--- config.mk ---
export PLATFORM = sky130hd
export DESIGN_NAME = ram16k_arbiter
export DESIGN_NICKNAME = d
export VERILOG_FILES = /design/src/rtl/ram16k_arbiter_pkg.sv /design/src/rtl/rr_arb2.sv /design/src/rtl/ram16k_arbiter.sv
export SDC_FILE = /design/constraint.sdc
export NUM_CORES = 1
export LEC_CHECK = 0
export CAP_MARGIN = 25
export CORE_ASPECT_RATIO = 1.5
export CORE_MARGIN = 8
export CORE_UTILIZATION = 48
export DETAILED_ROUTE_END_ITERATION = 10
export GPL_ROUTABILITY_DRIVEN = 0
export HOLD_SLACK_MARGIN = 0.08
export PLACE_DENSITY = 0.86
export SLEW_MARGIN = 20
export SYNTH_ARGS = -nofsm -noshare
export SYNTH_HDL_FRONTEND = slang
export SYNTH_SLANG_ARGS = --single-unit
--- constraint.sdc ---
create_clock -name clk -period 4.6 [get_ports clk]
set_input_delay 0.92 -clock clk [delete_from_list [all_inputs] [get_ports clk]]
set_output_delay 0.92 -clock clk [all_outputs]
set_load 0.1 [all_outputs]
--- src/rtl/ram16k_arbiter_pkg.sv ---
// Shared constants and enumerations for the RAM16k arbiter and its round-robin sub-arbiter.
package ram16k_arbiter_pkg;

   localparam int ADDR_W = 14;
   localparam int DATA_W = 16;
   localparam int RAM_DEPTH = 16384;
   localparam logic [ADDR_W-1:0] LAST_ADDR = ADDR_W'(RAM_DEPTH - 1);

   typedef enum logic {
      ST_RUN   = 1'b0,
      ST_CLEAR = 1'b1
   } state_t;

   typedef enum logic {
      OWN_A = 1'b0,
      OWN_B = 1'b1
   } owner_t;

endpackage

--- src/rtl/rr_arb2.sv ---
// Two-way round-robin arbiter; req[0]/gnt[0] is port A, req[1]/gnt[1] is port B.
module rr_arb2
   import ram16k_arbiter_pkg::*;
(
   input  logic       clk,
   input  logic       rst,
   input  logic [1:0] req,
   input  logic       enable,
   output logic [1:0] gnt
);

   owner_t ptr;

   always_comb begin
      gnt = 2'b00;
      if (enable) begin
         if (req == 2'b11) begin
            gnt = (ptr == OWN_A) ? 2'b01 : 2'b10;
         end else begin
            gnt = req;
         end
      end
   end

   // The pointer only advances when both ports contend; a lone requester leaves it alone.
   always_ff @(posedge clk or posedge rst) begin
      if (rst) begin
         ptr <= OWN_A;
      end else if (enable && (req == 2'b11)) begin
         ptr <= (ptr == OWN_A) ? OWN_B : OWN_A;
      end
   end

endmodule

--- src/rtl/ram16k_arbiter.sv ---
// Shares one RAM16k between ports A and B with round-robin grants, a registered
// command stage, a registered read-return stage and a whole-memory clear sequencer.
module ram16k_arbiter
   import ram16k_arbiter_pkg::*;
#(
   parameter logic [DATA_W-1:0] CLEAR_VALUE = 16'h0000
) (
   input  logic              clk,
   input  logic              rst,
   input  logic              a_req,
   input  logic              a_we,
   input  logic [ADDR_W-1:0] a_addr,
   input  logic [DATA_W-1:0] a_wdata,
   output logic              a_gnt,
   output logic              a_rvalid,
   output logic [DATA_W-1:0] a_rdata,
   input  logic              b_req,
   input  logic              b_we,
   input  logic [ADDR_W-1:0] b_addr,
   input  logic [DATA_W-1:0] b_wdata,
   output logic              b_gnt,
   output logic              b_rvalid,
   output logic [DATA_W-1:0] b_rdata,
   input  logic              clr_start,
   output logic              clr_busy,
   output logic              clr_done,
   output logic [ADDR_W-1:0] ram_sel,
   output logic [DATA_W-1:0] ram_in,
   output logic              ram_load,
   input  logic [DATA_W-1:0] ram_out
);

   state_t            state;
   state_t            state_next;
   owner_t            owner;
   logic              rd_pend;
   logic [ADDR_W-1:0] clr_cnt;
   logic [1:0]        gnt;
   logic              arb_en;
   logic              clear_last;

   // Gating on rst keeps the combinational grants at zero while reset is held.
   assign arb_en     = (state == ST_RUN) && !clr_start && !rst;
   assign clear_last = ram_load && (ram_sel == LAST_ADDR);

   rr_arb2 u_arb (
      .clk    (clk),
      .rst    (rst),
      .req    ({b_req, a_req}),
      .enable (arb_en),
      .gnt    (gnt)
   );

   assign a_gnt = gnt[0];
   assign b_gnt = gnt[1];

   always_comb begin
      state_next = state;
      if (state == ST_RUN) begin
         if (clr_start) begin
            state_next = ST_CLEAR;
         end
      end else if (clear_last) begin
         state_next = ST_RUN;
      end
   end

   always_ff @(posedge clk or posedge rst) begin
      if (rst) begin
         state <= ST_RUN;
      end else begin
         state <= state_next;
      end
   end

   // Command stage and clear walk; the counter runs one address ahead of ram_sel
   // and saturates at the last address so it never wraps.
   always_ff @(posedge clk or posedge rst) begin
      if (rst) begin
         ram_sel  <= '0;
         ram_in   <= '0;
         ram_load <= 1'b0;
         owner    <= OWN_A;
         rd_pend  <= 1'b0;
         clr_cnt  <= '0;
         clr_busy <= 1'b0;
         clr_done <= 1'b0;
      end else begin
         clr_done <= 1'b0;
         rd_pend  <= 1'b0;
         if (state == ST_CLEAR) begin
            if (clear_last) begin
               ram_load <= 1'b0;
               clr_busy <= 1'b0;
               clr_done <= 1'b1;
            end else begin
               ram_sel <= clr_cnt;
               if (clr_cnt != LAST_ADDR) begin
                  clr_cnt <= clr_cnt + ADDR_W'(1);
               end
            end
         end else if (clr_start) begin
            ram_sel  <= '0;
            ram_in   <= CLEAR_VALUE;
            ram_load <= 1'b1;
            clr_cnt  <= ADDR_W'(1);
            clr_busy <= 1'b1;
         end else if (gnt[0]) begin
            ram_sel  <= a_addr;
            ram_in   <= a_wdata;
            ram_load <= a_we;
            owner    <= OWN_A;
            rd_pend  <= ~a_we;
         end else if (gnt[1]) begin
            ram_sel  <= b_addr;
            ram_in   <= b_wdata;
            ram_load <= b_we;
            owner    <= OWN_B;
            rd_pend  <= ~b_we;
         end else begin
            ram_load <= 1'b0;
         end
      end
   end

   // Read return captures the RAM output during the cycle after the command was registered.
   always_ff @(posedge clk or posedge rst) begin
      if (rst) begin
         a_rvalid <= 1'b0;
         b_rvalid <= 1'b0;
         a_rdata  <= '0;
         b_rdata  <= '0;
      end else begin
         a_rvalid <= 1'b0;
         b_rvalid <= 1'b0;
         if (rd_pend) begin
            if (owner == OWN_A) begin
               a_rvalid <= 1'b1;
               a_rdata  <= ram_out;
            end else begin
               b_rvalid <= 1'b1;
               b_rdata  <= ram_out;
            end
         end
      end
   end

endmodule

==> flow_metrics.env <==
export IMPL_final_cell_mix="clkdlybuf4s50_1, dfrtp_1, mux2_2"
export IMPL_maxCapViolCount=0
export IMPL_yosysSeqAreaShare_pct=52.8
export IMPL_grt_ovfl_total=0
export IMPL_dr_pass1_iters=5
export IMPL_switching_share_pct=39.5
export IMPL_rrSetupSlack_ns=2.22
export IMPL_grt_pass1_vias=3748
export IMPL_placed_cells=590
export IMPL_crit_path_start_kind="input pin"
export IMPL_critical_path_required_ns=3.68
export IMPL_rows=41
export IMPL_use_met1_pct=24.2
export IMPL_worst_pin_slew_ns=1.06
export IMPL_combPwrFrac_pct=34.7
export IMPL_die_x_um=90.8
export IMPL_power_switching_uw=1040
export IMPL_drt_vias_per_instance=5.86
export IMPL_busiest_layer="met2"
export IMPL_yosys_area_top_type="dfrtp_1"
export IMPL_r2r_end="ram_sel[12]$_DFFE_PP0P_"
export IMPL_ctsResizeCount=0
export IMPL_wl_per_cell_um=21.4
export IMPL_grt_max_degree=37
export IMPL_cts_root_buf="clkbuf_16"
export IMPL_grtUsageMet2_pct=39.3
export IMPL_die_area_um2=11600
export IMPL_drive_above_1_share_pct=16.6
export IMPL_grt_pass1_wl_mm=20.5
export IMPL_fin_crit_ns=3.63
export IMPL_peakVddDrop_mv=0.293
export IMPL_syn_avg_cell_area_um2=11.7
export IMPL_clkPwrFrac_pct=29.4
export IMPL_cts_buffer_depth=2
export IMPL_worstPathArrival_ns=2.71
export IMPL_nFillCells=564
export IMPL_async_reset_ff_share_pct=100
export IMPL_rsz0062_at_grt="no"
export IMPL_timing_setup_tns_ns=0
export IMPL_grt_antenna_before_repair=0
export IMPL_syn_num_nets=430
export IMPL_pwr_share_seq_pct=35.9
export IMPL_layoutNonFillerInstCount=606
export IMPL_synth_main_ff_cell="dfrtp_1"
export IMPL_synth_cells=346
export IMPL_ys_ff_latch=85
export IMPL_drc=0
export IMPL_portBuffers=151
export IMPL_initial_utilization_pct=48.5
export IMPL_synth_enable_flop_cells=0
export IMPL_vias=3553
export IMPL_finalHoldViolations=0
export IMPL_tritoncts="yes"
export IMPL_grtUsageMet3_pct=5.57
export IMPL_leakagePower_uw=0.00249
export IMPL_coreArea_um2=8310
export IMPL_postCtsHoldBufs=0
export IMPL_syn_cell_area_um2=4030
export IMPL_cp_max_fo=19
export IMPL_crit_end="b_gnt"
export IMPL_grt_usage_pct=22.3
export IMPL_final_setup_skew_ns=0.00618
export IMPL_numCtsBuffers=9
export IMPL_hold_class="flip-flop to flip-flop"
export IMPL_die_y_um=128
export IMPL_drv_slew=0
export IMPL_cp_startpoint="clr_start"
export IMPL_area_delta_synth_final_pct=47.9
export IMPL_htreeDepth=3
export IMPL_postCtsSetupBuffers=0
export IMPL_ant_nets=0
export IMPL_path_clk_slew_ns=0.06
export IMPL_clock_sinks=85
export IMPL_pwr_density_cell_nw_per_um2=443
export IMPL_drtIter0Drc=226
export IMPL_synth_area_leaders="dfrtp_1, mux2_2, a221o_1, nand2_1, and2_1"
export IMPL_reg2reg_from="state$_DFF_PP0_"
export IMPL_setup_viol=0
export IMPL_status="complete, no violations"
export IMPL_routed_wl_mm=13.0
export IMPL_max_freq_ghz=0.276
export IMPL_end_kind="output pin"
export IMPL_ios=152
export IMPL_synth_top_area_share_pct=52.8
export IMPL_clock_latency_ns=0.33
export IMPL_p_int_uw=1600
export IMPL_antennaDiodeCount=0
export IMPL_layout_nets=578
export IMPL_synth_distinct_cells=47
export IMPL_r2r_worst_path_cells=7
export IMPL_final_common_cell="clkdlybuf4s50_1"
export IMPL_ys_warnings_count=0
export IMPL_critPathKind="input pin to output pin"
export IMPL_dpl_hpwl_mm=9.40
export IMPL_post_route_period_util_pct=78.9
export IMPL_slew_limit_headroom_pct=29.2
==> logic make-up after synthesis <==
kind of cell	share of synthesized area, %
AOI/OAI and AO/OA	11.9
xor gates and xnor gates	0.217
adders and majority gates	0.310
buffers and inverters	3.38
DFF	52.8
muxes	14.2
and+or+nand+nor	17.3
==> worst min-delay path by stage <==
stage / slack [ns] / cells past startpoint / end / startpoint
2_1_floorplan: 0.46 / 1 / u_arb.ptr$_DFFE_PP0P_ / u_arb.ptr$_DFFE_PP0P_
3_3_place_gp: 0.48 / 1 / u_arb.ptr$_DFFE_PP0P_ / u_arb.ptr$_DFFE_PP0P_
3_5_place_dp: 0.49 / 1 / b_rdata[0]$_DFFE_PP0P_ / b_rdata[0]$_DFFE_PP0P_
4_1_cts: 0.51 / 1 / b_rdata[0]$_DFFE_PP0P_ / b_rdata[0]$_DFFE_PP0P_
5_1_grt: 0.52 / 1 / b_rdata[0]$_DFFE_PP0P_ / b_rdata[0]$_DFFE_PP0P_
6_report: 0.50 / 1 / b_rdata[0]$_DFFE_PP0P_ / b_rdata[0]$_DFFE_PP0P_
==> through the flow <==
stage | setup slack (ns) | area, um^2 | power (uW) | hold WS [ns] | util, %
6_report | 0.973 | 5960 | 2640 | 0.504 | 71.8
5_1_grt | 0.891 | 5960 | 2730 | 0.520 | 71.8
4_1_cts | 0.966 | 5960 | 2660 | 0.508 | 71.8
3_5_place_dp | 0.995 | 5640 | 1870 | 0.494 | 67.9
3_3_place_gp | 1.04 | 5620 | 1850 | 0.479 | 67.6
2_1_floorplan | 1.30 | 4030 | 1580 | 0.458 | -
==> area by class of cell <==
cell class | count | area, um^2 | share of cell area [%]
sequential | 85 | 2130 | 35.7
multi-input combinational | 233 | 1770 | 29.6
timing repair buffer | 158 | 1580 | 26.6
clock buffer | 9 | 225 | 3.78
tap | 107 | 134 | 2.25
clock inverter | 7 | 97.6 | 1.64
inverter | 7 | 27.5 | 0.462
==> routing by layer <==
metal / up-vias / wire length (um)
met3: 30 / 1040
met5: - / 0
met2: 180 / 6560
met4: 0 / 443
met1: 1757 / 4950
li1: 1586 / -
==> power by group through the flow <==
| stage | logic, uW | clock network [uW] | registers (uW) |
|---|---|---|---|
| floorplan | 178 | 0 | 1400 |
| global placement | 898 | 0 | 950 |
| detailed placement | 916 | 0 | 958 |
| CTS | 922 | 789 | 946 |
| global route | 950 | 816 | 963 |
| finish | 917 | 776 | 950 |
==> critical path, cell delays in order <==
cell,delay [ns]
clkdlybuf4s50_1,0.54
nor3_2,0.30
and3_1,0.54
buf_4,0.39
==> flip-flops by register name, summed over array words and instances (netlist names), 14 cells and up <==
signal / count
ram_sel: 14
a_rdata: 16
b_rdata: 16
clr_cnt: 14
ram_in: 16
==> cells in the mapped netlist (2+ instances only) <==
cell      number
dfrtp_1       85
mux2_2        49
nand2_1       34
nand3_1       21
and2_1        18
a221o_1       17
o211ai_1      13
clkbuf_1      10
o21ai_0       10
nand4_1        8
buf_2          7
inv_1          6
nand2b_1       6
nor4_1         5
a22o_1         4
nor2_1         4
or3_1          4
and3_1         3
nand4b_1       3
a21oi_1        2
a31oi_1        2
and4_1         2
buf_4          2
buf_6          2
mux2i_1        2
nand3b_1       2
nor2b_1        2
o221ai_1       2
o41ai_1        2
or4_1          2
Note: power is estimated with default switching activity, not from simulation.
